$ cat config.mk
export PLATFORM = sky130hd
export DESIGN_NAME = rle1_enc_sched
export DESIGN_NICKNAME = d
export VERILOG_FILES = /design/src/rtl/rle1_pkg.sv /design/src/rtl/rle1_rr_pick.sv /design/src/rtl/rle1_enc_sched.sv
export SDC_FILE = /design/constraint.sdc
export NUM_CORES = 1
export LEC_CHECK = 0
export BUFFER_PORTS_ARGS = -buffer_cell sky130_fd_sc_hd__buf_4
export CORE_UTILIZATION = 54
export CTS_BUF_LIST = sky130_fd_sc_hd__clkbuf_4 sky130_fd_sc_hd__clkbuf_8
export CTS_CLUSTER_SIZE = 24
export DETAILED_ROUTE_END_ITERATION = 8
export PLACE_DENSITY = 0.81
export REMOVE_ABC_BUFFERS = 1
export SLEW_MARGIN = 25
export SYNTH_ARGS = -nofsm -noshare
export SYNTH_HDL_FRONTEND = slang
export SYNTH_SLANG_ARGS = --single-unit
export TNS_END_PERCENT = 1
$ cat constraint.sdc
create_clock -name clk -period 2.3 [get_ports clk]
set_input_delay 0.115 -clock clk [delete_from_list [all_inputs] [get_ports clk]]
set_output_delay 0.115 -clock clk [all_outputs]
set_load 0.01 [all_outputs]
$ cat src/rtl/rle1_pkg.sv
// Shared definitions for the RLE1 encoder frame scheduler.
package rle1_pkg;

  // Width of one input symbol presented to the encoder
  localparam int SYM_W = 2;

  // Width of one encoded output token
  localparam int TOK_W = 6;

  // Reserved symbol used to close a frame
  localparam logic [SYM_W-1:0] DELIM_DEFAULT = 2'b11;

  // Scheduler phases: arbitration, data passthrough, delimiter injection
  typedef enum logic [1:0] {
    ST_IDLE   = 2'b00,
    ST_STREAM = 2'b01,
    ST_DELIM  = 2'b10
  } state_t;

endpackage

$ cat src/rtl/rle1_rr_pick.sv
// Combinational round-robin selector: searches grant+1, grant+2, ...
// (mod NREQ) and returns the first requester with valid asserted.
module rle1_rr_pick
  import rle1_pkg::*;
#(
  parameter int NREQ = 2
) (
  input  logic [NREQ-1:0] req_vld,
  input  logic [1:0]      last_grant,
  output logic [1:0]      next_grant,
  output logic            any_vld
);

  // Walk the rotation order once; the first valid requester wins
  always_comb begin
    next_grant = last_grant;
    any_vld    = 1'b0;
    for (int k = 1; k <= NREQ; k++) begin
      for (int j = 0; j < NREQ; j++) begin
        logic hit_s;
        hit_s      = !any_vld && req_vld[j] &&
                     (j == ((int'(last_grant) + k) % NREQ));
        next_grant = hit_s ? 2'(j) : next_grant;
        any_vld    = any_vld | hit_s;
      end
    end
  end

endmodule

$ cat src/rtl/rle1_enc_sched.sv
// Round-robin frame scheduler in front of a shared rle1_enc input port.
// A granted producer streams FRAME_LEN symbols straight through to the
// encoder, then one delimiter symbol closes the run and marks the frame.
module rle1_enc_sched
  import rle1_pkg::*;
#(
  parameter int               NREQ      = 2,
  parameter int               FRAME_LEN = 16,
  parameter logic [SYM_W-1:0] DELIM     = DELIM_DEFAULT
) (
  input  logic                  clk,
  input  logic                  reset,
  input  logic                  enable,
  input  logic [SYM_W*NREQ-1:0] req_data,
  input  logic [NREQ-1:0]       req_vld,
  output logic [NREQ-1:0]       req_rdy,
  output logic [SYM_W-1:0]      enc_in,
  output logic                  enc_in_vld,
  input  logic                  enc_in_rdy,
  output logic [1:0]            grant,
  output logic                  busy,
  output logic [15:0]           frames_done,
  output logic                  proto_err
);

  localparam int CNT_W = (FRAME_LEN <= 2) ? 1 : $clog2(FRAME_LEN);
  localparam logic [CNT_W-1:0] LAST_CNT = CNT_W'(FRAME_LEN - 1);

  state_t             state_r;
  state_t             state_nxt_s;
  logic [1:0]         grant_r;
  logic [CNT_W-1:0]   sym_cnt_r;
  logic [15:0]        frames_done_r;
  logic               proto_err_r;

  logic [1:0]         pick_grant_s;
  logic               pick_any_s;
  logic [SYM_W-1:0]   g_data_s;
  logic               g_vld_s;
  logic               xfer_s;

  rle1_rr_pick #(
    .NREQ (NREQ)
  ) u_pick (
    .req_vld    (req_vld),
    .last_grant (grant_r),
    .next_grant (pick_grant_s),
    .any_vld    (pick_any_s)
  );

  // Select the granted producer's symbol and valid
  always_comb begin
    g_data_s = {SYM_W{1'b0}};
    g_vld_s  = 1'b0;
    for (int i = 0; i < NREQ; i++) begin
      g_data_s = (grant_r == 2'(i)) ? req_data[SYM_W*i +: SYM_W] : g_data_s;
      g_vld_s  = (grant_r == 2'(i)) ? req_vld[i] : g_vld_s;
    end
  end

  // Next-state and handshake outputs for the three scheduler phases
  always_comb begin
    state_nxt_s = state_r;
    enc_in      = {SYM_W{1'b0}};
    enc_in_vld  = 1'b0;
    req_rdy     = {NREQ{1'b0}};
    xfer_s      = 1'b0;
    case (state_r)
      ST_IDLE: begin
        if (enable && pick_any_s) begin
          state_nxt_s = ST_STREAM;
        end else begin
          state_nxt_s = ST_IDLE;
        end
      end
      ST_STREAM: begin
        enc_in     = g_data_s;
        enc_in_vld = g_vld_s;
        for (int i = 0; i < NREQ; i++) begin
          req_rdy[i] = (grant_r == 2'(i)) & enc_in_rdy;
        end
        xfer_s = g_vld_s & enc_in_rdy;
        if (xfer_s && (sym_cnt_r == LAST_CNT)) begin
          state_nxt_s = ST_DELIM;
        end else begin
          state_nxt_s = ST_STREAM;
        end
      end
      ST_DELIM: begin
        // Constant delimiter keeps enc_in stable across a stall
        enc_in     = DELIM;
        enc_in_vld = 1'b1;
        if (enc_in_rdy) begin
          state_nxt_s = ST_IDLE;
        end else begin
          state_nxt_s = ST_DELIM;
        end
      end
      default: begin
        state_nxt_s = ST_IDLE;
      end
    endcase
  end

  // State register; reset drops any frame in flight without a delimiter
  always_ff @(posedge clk) begin
    if (reset) begin
      state_r <= ST_IDLE;
    end else begin
      state_r <= state_nxt_s;
    end
  end

  // Grant, symbol counter, frame counter and sticky protocol error
  always_ff @(posedge clk) begin
    if (reset) begin
      grant_r       <= 2'(NREQ - 1);
      sym_cnt_r     <= {CNT_W{1'b0}};
      frames_done_r <= 16'd0;
      proto_err_r   <= 1'b0;
    end else begin
      case (state_r)
        ST_IDLE: begin
          if (enable && pick_any_s) begin
            grant_r   <= pick_grant_s;
            sym_cnt_r <= {CNT_W{1'b0}};
          end
        end
        ST_STREAM: begin
          if (xfer_s) begin
            sym_cnt_r <= (sym_cnt_r == LAST_CNT) ? {CNT_W{1'b0}}
                                                 : sym_cnt_r + 1'b1;
            if (g_data_s == DELIM) begin
              proto_err_r <= 1'b1;
            end
          end
        end
        ST_DELIM: begin
          if (enc_in_rdy) begin
            frames_done_r <= frames_done_r + 16'd1;
          end
        end
        default: begin
          sym_cnt_r <= {CNT_W{1'b0}};
        end
      endcase
    end
  end

  assign grant       = grant_r;
  assign busy        = (state_r != ST_IDLE);
  assign frames_done = frames_done_r;
  assign proto_err   = proto_err_r;

endmodule

# [After elaboration in Yosys (flattened, before gate mapping)]
# Index checks and enable logic that the tools add are counted.
[classes] addsub=4 eq_ne=9 n_mux=20 n_bitwise=9 n_reduce_logical=22
[ops] cell="$logic_not A32 Y1" n=2
[ops] cell="$mux W2" n=9
[ops] cell="$add A16 B1 Y16 const B" n=1
[ops] cell="$mux W4" n=3
[ops] cell="$pmux W4 S3" n=1
[ops] cell="$logic_and A1 B1 Y1" n=9
[ops] cell="$reduce_and A3 Y1" n=3
[ops] cell="$pmux W2 S3" n=1
[ops] cell="$add A4 B1 Y4 const B" n=1
[ops] cell="$eq A2 B1 Y1 const B" n=2
[ops] cell="$eq A2 B2 Y1 const A" n=2
[ops] cell="$eq A2 B2 Y1 const B" n=2
[ops] cell="$eq A4 B4 Y1 const B" n=1
[ops] cell="$logic_not A2 Y1" n=2
[ops] cell="$mux W1" n=4
[ops] cell="$ne A2 B2 Y1 const B" n=2
[ops] cell="$pmux W2 S2" n=1
[ops] cell="$reduce_bool A4 Y1" n=1
[ops] cell="$and A1 B1 Y1" n=3
[ops] cell="$logic_not A1 Y1" n=3
[ops] cell="$or A1 B1 Y1" n=3
[ops] cell="$add A1 B1 Y1 const B" n=2
[ops] cell="$and A1 B1 Y1 const A" n=2
[ops] cell="$pmux W1 S2" n=1
[ops] cell="3 further kinds" n=3
[totals] register_bits=25 inputBits=10 out_inout_bits=25 elab_cells=69

# [Depth between registers and ports, before layout]
# Gate-level depths: netlist of run 1.
[depth] ltp_word=19 depth_mapped=7 mapped_depth_nobuf=6

# [Hierarchy]
# Synthesis of run 1 repeated with hierarchy kept, for this count alone.
[hier_totals] cells_unflattened=162 area_unflattened_um2=1347.5
[by_module_without_submodules] module="rle1_enc_sched" n_inst=1 cells_each=157 area_each_um2=1315.0 seq_area_each_um2=500.5
[by_module_without_submodules] module="rle1_rr_pick" n_inst=1 cells_each=5 area_each_um2=32.5 seq_area_each_um2=0.0

# [Least setup slack after synthesis of run 1]
# Ideal clock, no wire load.
[synth_timing] kind="flip-flop to flip-flop" start="register state_r[0]" end="register frames_done_r[15], in the netlist frames_done[15]" setup_ns=0.121 arrival_ns=1.488 required_ns=2.179 path_slack_ns=0.692 stages_incl_launch_ff=7 n_path_buf=1 synth_period_minus_slack_ns=1.608 path_cell_list="dfxtp_1 inv_1 ha_1 buf_4 nand4_4 nor4_1 mux2_2"
[synth_via] elab_chain_len=2
[synth_rtl] item="from (decl)" line="rle1_enc_sched.sv:29" source="state_t state_r;"
[synth_rtl] item="from (signal assigned)" line="rle1_enc_sched.sv:110" source="state_r <= state_nxt_s;"
[synth_rtl] item="$eq A2 B2 Y1" line="rle1_enc_sched.sv:122" source="case (state_r)"
[synth_rtl] item="$reduce_and A2 Y1 (no source line)"
[synth_rtl] item="to (signal assigned)" line="rle1_enc_sched.sv:140" source="frames_done_r <= frames_done_r + 16'd1;"
[synth_rtl] item="to (decl)" line="rle1_enc_sched.sv:33" source="logic [15:0] frames_done_r;"
# Every way passes these cells.
# A chain may end at the register's enable or synchronous reset.

# [Worst setup path in the final report of run 1]
[layout_timing] start="register grant_r[0], in the netlist grant[0]" end="output enc_in[0]"
[layout_via] elab_chain_len=4 elab_cells_between_ends=5 classes_between="eq/ne: 1; mux: 3; reduce/logical: 1"
[layout_rtl] item="from (decl)" line="rle1_enc_sched.sv:31" source="logic [1:0] grant_r;"
[layout_rtl] item="from (signal assigned)" line="rle1_enc_sched.sv:117" source="grant_r <= 2'(NREQ - 1);"
[layout_rtl] item="from (signal assigned)" line="rle1_enc_sched.sv:125" source="grant_r <= pick_grant_s;"
[layout_rtl] item="$logic_not A2 Y1" line="rle1_enc_sched.sv:56" source="g_data_s = (grant_r == 2'(i)) ? req_data[SYM_W*i +: SYM_W] : g_data_s;"
[layout_rtl] item="$mux W2" line="rle1_enc_sched.sv:56"
[layout_rtl] item="$mux W2 *" line="rle1_enc_sched.sv:56"
[layout_rtl] item="$pmux W2 S2 *" line="rle1_enc_sched.sv:68" source="case (state_r)"
[layout_rtl] item="to (decl)" line="rle1_enc_sched.sv:17" source="output logic [SYM_W-1:0] enc_in,"
# Mark *: on every way between the ends. The rest lies on a longest branch, timed or not.

==> results of run 1 <==
==> final cells by class <==
class	instances	area [µm²]	share of cell area, %
Inverter	9	33.8	2.05
Multi-Input combinational cell	112	813	49.4
Timing Repair Buffer	35	263	15.9
Clock buffer	3	22.5	1.37
Sequential cell	24	480	29.2
Tap cell	28	35.0	2.13
==> worst max-delay path by stage <==
stage,slack [ps],cells after the start,endpoint
after global placement,670,6,sym_cnt_r[3]
after global routing,420,6,sym_cnt_r[3]
after CTS,540,4,enc_in[0]
after floorplan,560,5,frames_done[15]
final,530,4,enc_in[0]
after detailed placement,570,6,sym_cnt_r[2]
==> flip-flops by register name (all words and copies together) (netlist names) <==
register     cells
proto_err        1
state_r          2
grant            1
sym_cnt_r        4
frames_done     16
==> power breakdown <==
part           internal (µW)  total (µW)  switching, µW
registers                419         426           6.49
logic                   39.8        87.9           48.1
clock network           61.4         183            122
==> per-layer routing <==
| layer | up-vias | track usage (%) | routed length [µm] |
|---|---|---|---|
| met2 | 22 | 39.0 | 1350 |
| met1 | 526 | 28.4 | 1350 |
| met3 | 4 | 5.22 | 115 |
| met5 | - | 0 | 0 |
| li1 | 592 | - | - |
| met4 | 0 | 5.26 | 25 |
==> cell families (layout without fill, tap and decap cells) <==
family                     count (synthesis)  count (layout)  share of synthesized area, %
adders and majority gates                  6               6                          5.44
muxes                                      5               5                          4.17
xor gates and xnor gates                  11              11                          6.98
and+or+nand+nor                           62              62                          27.2
DFF                                       24              24                          34.8
other                                      1               1                         0.272
AOI/OAI and AO/OA                         27              27                          14.9
buffers and inverters                     17              47                          6.26
==> through the flow <==
stage | hold WS, ps | cell area, µm² | total power (µW) | util, %
after global placement | 461 | 1630 | 520 | 70.1
after global routing | 136 | 1650 | 730 | 71.1
after detailed placement | 467 | 1630 | 522 | 70.1
after floorplan | 184 | 1330 | 481 | -
after CTS | 127 | 1650 | 700 | 71.1
final | 125 | 1650 | 697 | 71.1
==> critical path: stages (launching register included) <==
cell     delay, ps
dfxtp_1        570
mux2_2         400
a21oi_1        160
nor2b_1         60
buf_4          140
==> placed cells by master (no fill, tap or decap), drive strengths merged, types with 2 or more instances in the layout <==
cell and count:
a21oi 10, nor2b 5, nor2 18, buf 35, nand3 7, nor3 5, mux2i 2, inv 9
xnor2 10, and3 3, nand4 5, a211oi 2, dfxtp 24, ha 6, mux2 3, o21ai 6
nand2 8, clkbuf 3, or3 3, nor4 4
==> results.tsv, run 1 <==
metric	value	unit
run status	completed	
H-Tree Depth	1	
fillers	190	
top-area cell type share of the netlist area	34.8	%
antenna violations before repair	0	
cell taking the most area after synthesis	dfxtp_1	
num rows	17	
Layout Skew	9.53	ps
Worst-Skew Late Latency	320	ps
crit path max fanout	9	
GPL Wtd Cong	0.804	
Critical Path RT	2180	ps
Port Buffers	33	
setup ws final	532	ps
Post-Route Setup TNS	0	ps
most frequent cells after synthesis	24 x dfxtp_1, 18 x nor2_1, 10 x xnor2_1	
Setup crit end kind	output pin	
IO Count	35	
Post-Syn Instances	153	
post-CTS setup buffer count	0	
routed len/inst	13.4	µm
Mapped Area	1380	µm²
Critical Path AT	1650	ps
final setup vio count	0	
largest net degree at the start of global routing	26	
global router's overall resource usage	22.7	%
count of cell types in the netlist	44	
cts hold-fix bufs	0	
post_cts resized	0	
worst-case reg-to-reg path depth	6	
drt first-iter violations	31	
Hold Path Cell Cnt	3	
final hold vios	0	
Max VDD drop	0.555	mV
Synth area leaders	dfxtp_1 35%, xnor2_1 6.3%, ha_1 5.4%	
Initial Util	59.5	%
final global-route overflow total	0	
ys flop type	dfxtp_1	
placed cells	208	
Ys Warns	0	
DP Worst Slack	574	ps
Pleak	0.000678	µW
Sink Count	24	
Final Max Slew Viols	0	
n_diodes	0	
NumNets Final	201	
EDFF count, synth	0	
ys async rst share	0	%
dominant cell by count in the synthesized netlist	dfxtp_1	
CTS max path bufs	2	
#FFs+latches synth	24	
CTS buffer count	3	
vias per cell	5.42	
RSZ-0062 raised after global routing	no	
R2R Path End	sym_cnt_r[2]	
share of cells above drive strength 1	31.1	%
max_cap viols	0	
Die Y	52.6	µm
P&R area growth vs syn	19.4	%
DRC violations left	0	
first-pass GRT wire length	4.60	mm
RR Startpoint	state_r[1]	
Worst Setup SP	grant[0]	
post-synthesis sequential area ratio	34.8	%
CTS tree	built	
Die ar.	2760	µm²
vias in the first global route	1060	
first drt pass iteration count	4	
syn_area_per_cell	9.02	µm²
via count	1144	
Peak Freq	566	MHz
antenna-violating nets left	0	
DP HPWL	2.18	mm
die width	52.6	µm
flop2flop setup slack	550	ps
core area	2320	µm²
crit share post-route	76.9	%
Tmin final	1770	ps
Post-Route WL	2.84	mm
Worst Hold Path EP	frames_done[1]	
Tightest Hold Check Type	in2reg	
final cell count without fillers	211	
Reg clk slew, reported paths	130	ps
HP Start	enc_in_rdy	
Root Driver	clkbuf_4	
critical path class	reg2out	
power density over cell area	423	nW/µm²
Critical Path Source Type	flip-flop	
Note: power is estimated with default switching activity, not from simulation.
==> run 2: changes to the inputs <==
Settings changed: CORE_UTILIZATION 54 to 49, PLACE_DENSITY 0.81 to 0.78.
Clock period 2.3 ns to 1.6 ns, I/O delays scaled along.
==> results.tsv, run 2 (synthesis gave the netlist of run 1 again) <==
metric	value	unit	change
fillers	206		was 190
Flop pwr share	59.2	%	was 61.1%
core area	2570	µm²	was 2320 µm²
cts hold-fix bufs	0		unchanged
Root Driver	clkbuf_4		unchanged
crit share post-route	98.6	%	
Sink Count	24		unchanged
met3 Usage GRT	4.92	%	was 5.22%
final global-route overflow total	0		unchanged
Die Y	55.1	µm	was 52.6 µm
antenna-violating nets left	0		unchanged
Core Util, Final	70.5	%	was 71.1%
max_cap viols	0		unchanged
crit path max fanout	3		was 9
critical path class	reg2reg		was reg2out
Port Buffers	33		unchanged
switching share of power	25.4	%	was 25.3%
most frequent cells in the layout	43 x buf_4, 21 x dfxtp_1, 18 x nor2_1		was 35 x buf_4, 24 x dfxtp_1, 18 x nor2_1
max reg flops	16		unchanged
die width	55.1	µm	was 52.6 µm
P&R area growth vs syn	31.2	%	was 19.4%
Die ar.	3030	µm²	was 2760 µm²
Reg clk slew, reported paths	130	ps	about the same
Tightest Hold Check Type	in2reg		unchanged
global routing's busiest layer	met2		unchanged
GPL Wtd Cong	0.787		was 0.804
global router's overall resource usage	21.9	%	was 22.7%
cell-internal power	773	µW	was 521 µW
grt met2 use	42.2	%	was 39.0%
Pleak	0.000764	µW	was 0.000678 µW
first-pass GRT wire length	4.69	mm	was 4.60 mm
Max VDD drop	0.650	mV	was 0.555 mV
final cell count without fillers	225		was 211
final hold vios	0		unchanged
Critical Path RT	1860	ps	was 2180 ps
first drt pass iteration count	4		unchanged
routed len/inst	13.6	µm	was 13.4 µm
run status	completed		unchanged
vias per cell	5.46		was 5.42
largest net degree at the start of global routing	25		was 26
commonest non-fill, non-tap cell in the layout	buf_4		unchanged
RSZ-0062 raised after global routing	yes		was no
antenna violations before repair	0		unchanged
power density over cell area	573	nW/µm²	was 423 nW/µm²
met1 GRT Util	23.9	%	was 28.4%
drt first-iter violations	14		was 31
Initial Util	53.8	%	was 59.5%
post-route design area	1810	µm²	was 1650 µm²
CTS buffer count	3		unchanged
Worst-Skew Late Latency	310	ps	was 320 ps
n_diodes	0		unchanged
Post-Route WL	3.06	mm	was 2.84 mm
Critical Path AT	1840	ps	was 1650 ps
vias in the first global route	1123		was 1,060
Comb power frac	15.6	%	was 12.6%
final setup vio count	0		unchanged
IO Count	35		unchanged
num rows	18		was 17
DP Area	1700	µm²	was 1630 µm²
CTS max path bufs	2		unchanged
via count	1228		was 1,144
H-Tree Depth	1		unchanged
placed cells	220		was 208
DP HPWL	2.29	mm	was 2.18 mm
share of cells above drive strength 1	40.5	%	was 31.1%
CTS tree	built		unchanged
Tmin final	1580	ps	
Critical Path Source Type	flip-flop		unchanged
NumNets Final	213		was 201
DRC violations left	0		unchanged
Setup crit end kind	flip-flop		was output pin
Peak Freq	634	MHz	
sw power	264	µW	was 176 µW
Clock Power Share	25.2	%	was 26.3%
Final Max Slew Viols	0		unchanged
Layout Skew	2.80	ps	was 9.53 ps
run 2: cell types whose count changed in the layout (fill, tap and decap cells not counted), sizes merged:
cell  change
buf      +12
run 2: metal layers:
layer / vias up / routed length (µm)
li1: 619 / -
met2: 27 / 1590
met3: 4 / 104
met4: 0 / 45
met1: 578 / 1320
met5: - / 0
run 2: timing repair:
| item | CTS | global route |
|---|---|---|
| endpoints found under the setup margin | 5 | 5 |
| resized for setup | 14 | 5 |
| pin swaps | 1 | 2 |
| buffers inserted | 2 | 0 |
run 2: critical path, cell delays in order (launching register included):
cell and delay (ps):
dfxtp_2 370, buf_6 100, ha_4 130, nand3b_1 140
a2111oi_4 450, a21oi_1 120, o21ba_1 230
run 2: area by class of cell:
class / count / area (µm²) / area share (%)
timing repair buffer: 47 / 368 / 20.3
inverter: 9 / 33.8 / 1.87
sequential: 24 / 487 / 26.9
tap: 30 / 37.5 / 2.07
multi-input combinational: 112 / 862 / 47.6
clock buffer: 3 / 22.5 / 1.24
run 2: final timing paths:
path                    endpoint  depth (start not counted)  slack (ps)        from
setup / recovery    sym_cnt_r[2]                          6          20  state_r[0]
hold / removal    frames_done[1]                          3         100  enc_in_rdy
setup reg to reg    sym_cnt_r[2]                          6          20  state_r[0]
hold reg to reg        proto_err                          2         510   proto_err
run 2: power groups by stage:
stage	clock [µW]	sequential, µW	combinational, µW
2_1_floorplan	0	625	66.8
6_report	261	613	162
5_1_grt	289	615	173
3_3_place_gp	0	624	137
4_1_cts	268	614	158
3_5_place_dp	0	625	141
run 2: stage by stage:
step	setup WS, ps	hold slack (ps)	setup TNS, ps	total power, µW
6_report	21.9	101	0	1040
5_1_grt	-39.6	103	-80.7	1080
4_1_cts	10.5	93.2	0	1040
3_5_place_dp	19.5	436	0	766
3_3_place_gp	82.7	425	0	761
2_1_floorplan	-141	149	-194	692
==> run 3: changes to the inputs <==
Settings changed: CORE_UTILIZATION 49 to 25, PLACE_DENSITY 0.78 to unset.
==> results.tsv, run 3 (synthesis gave the netlist of run 1 again) <==
metric	value	unit	change
run status	completed		unchanged
Power Total	1310	µW	was 1040 µW
GPL Wtd Cong	0.722		was 0.787
worst-case reg-to-reg path depth	6		unchanged
global router's overall resource usage	11.4	%	was 21.9%
share of cells above drive strength 1	41.8	%	was 40.5%
Sink Count	24		unchanged
DRC violations left	0		unchanged
antenna-violating nets left	0		unchanged
final hold vios	0		unchanged
Clock Power Share	41.5	%	was 25.2%
Root Driver	clkbuf_8		was clkbuf_4
Die Y	76.3	µm	was 55.1 µm
CTS buffer count	3		unchanged
CP dominant cell by count	buf_6		
power density over cell area	691	nW/µm²	was 573 nW/µm²
slowest stage delay, CP	340	ps	was 450 ps
P&R area growth vs syn	37.1	%	was 31.2%
NumNets Final	213		unchanged
routed len/inst	12.2	µm	was 13.6 µm
sw power	295	µW	was 264 µW
R2R Path End	sym_cnt_r[2]		unchanged
Peak Freq	646	MHz	was 634 MHz
commonest non-fill, non-tap cell in the layout	buf_4		unchanged
antenna violations before repair	0		unchanged
crit path max fanout	7		was 3
Comb power frac	11.8	%	was 15.6%
Worst Hold Path EP	frames_done[1]		unchanged
register area	488	µm²	was 487 µm²
DP HPWL	2.41	mm	was 2.29 mm
Critical Path AT	1470	ps	was 1840 ps
placed cells	262		was 220
post-route design area	1890	µm²	was 1810 µm²
max reg flops	16		unchanged
Final Max Slew Viols	0		unchanged
vias per cell	4.52		was 5.46
setup ws final	52.5	ps	was 21.9 ps
Initial Util	26.5	%	was 53.8%
crit share post-route	96.7	%	was 98.6%
crit path buf inv count	3		was 1
Post-Route Setup TNS	0	ps	unchanged
Layout Skew	1.30	ps	was 2.80 ps
via count	1202		was 1,228
Pleak	0.000766	µW	was 0.000764 µW
Hold Path Cell Cnt	3		unchanged
IO Count	35		unchanged
final setup vio count	0		unchanged
die width	76.3	µm	was 55.1 µm
DP Area	1770	µm²	was 1700 µm²
H-Tree Depth	1		unchanged
Post-Route WL	3.25	mm	was 3.06 mm
RSZ-0062 raised after global routing	no		was yes
Multi-input gate area	851	µm²	was 862 µm²
critical path, cell by cell	buf_6 > ha_4 > buf_6 > nor2b_2 > o21a_1 > buf_4		was buf_6 > ha_4 > nand3b_1 > a2111oi_4 > a21oi_1 > o21ba_1
Tightest Hold Check Type	in2reg		unchanged
most frequent cells in the layout	45 x buf_4, 20 x dfxtp_1, 18 x nor2_1		was 43 x buf_4, 21 x dfxtp_1, 18 x nor2_1
cell-internal power	1010	µW	was 773 µW
Port Buffers	33		unchanged
n_diodes	0		unchanged
fillers	548		was 206
final cell count without fillers	266		was 225
CP max stage cell	dfxtp_2		was a2111oi_4
CTS tree	built		unchanged
largest net degree at the start of global routing	25		unchanged
RR Startpoint	state_r[0]		unchanged
drt first-iter violations	76		was 14
first-pass GRT wire length	5.39	mm	was 4.69 mm
switching share of power	22.5	%	was 25.4%
cts hold-fix bufs	0		unchanged
Flop pwr share	46.7	%	was 59.2%
Critical Path Source Type	flip-flop		unchanged
critical path class	reg2out		was reg2reg
num rows	26		was 18
Max VDD drop	0.316	mV	was 0.650 mV
max_cap viols	0		unchanged
final global-route overflow total	0		unchanged
Critical Path RT	1520	ps	was 1860 ps
first drt pass iteration count	4		unchanged
Die ar.	5820	µm²	was 3030 µm²
Tmin final	1550	ps	was 1580 ps
CTS max path bufs	2		unchanged
HP Start	enc_in_rdy		unchanged
DP Worst Slack	-24.1	ps	was 19.5 ps
flop2flop setup slack	80	ps	was 20 ps
vias in the first global route	1149		was 1,123
Worst-Skew Late Latency	270	ps	was 310 ps
Setup crit end kind	output pin		was flip-flop
Reg clk slew, reported paths	90	ps	was 130 ps
post-CTS setup buffer count	0		was 2
Crit path max-delay family	buffers and inverters		was compound AO/OA/AOI/OAI gates
core area	5200	µm²	was 2570 µm²
run 3: cell count changes in the layout (fill, tap and decap cells not counted):
cell	previous run	this run
buf_4	43	45
dfxtp_1	21	20
dfxtp_2	2	3
clkbuf_4	3	0
buf_6	4	2
nor2b_2	0	1
clkbuf_8	0	3
ha_1	4	3
ha_2	0	1
nor2b_4	1	0
bufinv_16	0	1
nor4_2	2	3
nor4_4	1	0
run 3: worst max-delay path by stage:
| stage | start | to | slack (ps) | cells after the start |
|---|---|---|---|---|
| detailed placement | state_r[0] | frames_done[15] | -20 | 5 |
| global placement | state_r[0] | sym_cnt_r[3] | 40 | 6 |
| floorplan | state_r[0] | frames_done[15] | -140 | 5 |
| global route | state_r[0] | enc_in[1] | 1 | 6 |
| finish | state_r[0] | enc_in[1] | 50 | 6 |
| CTS | state_r[0] | enc_in[1] | -3 | 6 |
run 3: per-layer routing:
metal | GRT usage, % | part of all wire, %
met4 | 5.19 | 1.8
met5 | 0 | 0
met3 | 1.32 | 3.1
met1 | 13.5 | 44
met2 | 20.6 | 51
run 3: per-stage QoR:
step | util [%] | hold WS [ps]
finish | 36.3 | 145
global route | 36.3 | 159
CTS | 35.5 | 152
detailed placement | 34.0 | 444
global placement | 34.0 | 445
floorplan | - | 149
run 3: power groups by stage:
stage | clock, µW | sequential (µW) | combinational [µW]
6_report | 542 | 611 | 154
4_1_cts | 552 | 611 | 142
3_3_place_gp | 0 | 625 | 140
2_1_floorplan | 0 | 625 | 66.8
3_5_place_dp | 0 | 625 | 141
5_1_grt | 574 | 612 | 167
run 3: cell type report:
cell class | instances | share of cell area [%]
Clock inverter | 1 | 1.59
Sequential cell | 24 | 25.8
Clock buffer | 3 | 2.18
Tap cell | 70 | 4.63
Multi-Input combinational cell | 112 | 45.0
Timing Repair Buffer | 47 | 19.0
Inverter | 9 | 1.79
run 3: worst reg2reg max path: cells and delay by family, from the launching register on:
| family | cells | cell delay (ps) |
|---|---|---|
| compound gates | 3 | 740 |
| fa+ha+maj | 1 | 180 |
| buf+inv | 2 | 210 |
| flops | 1 | 350 |
run 3: what timing repair did:
| item | 4_1_cts | 5_1_grt |
|---|---|---|
| gates resized for setup | 3 | 14 |
| gates cloned | 0 | 0 |
| pin swaps | 0 | 2 |
| setup endpoints to repair | 7 | 12 |
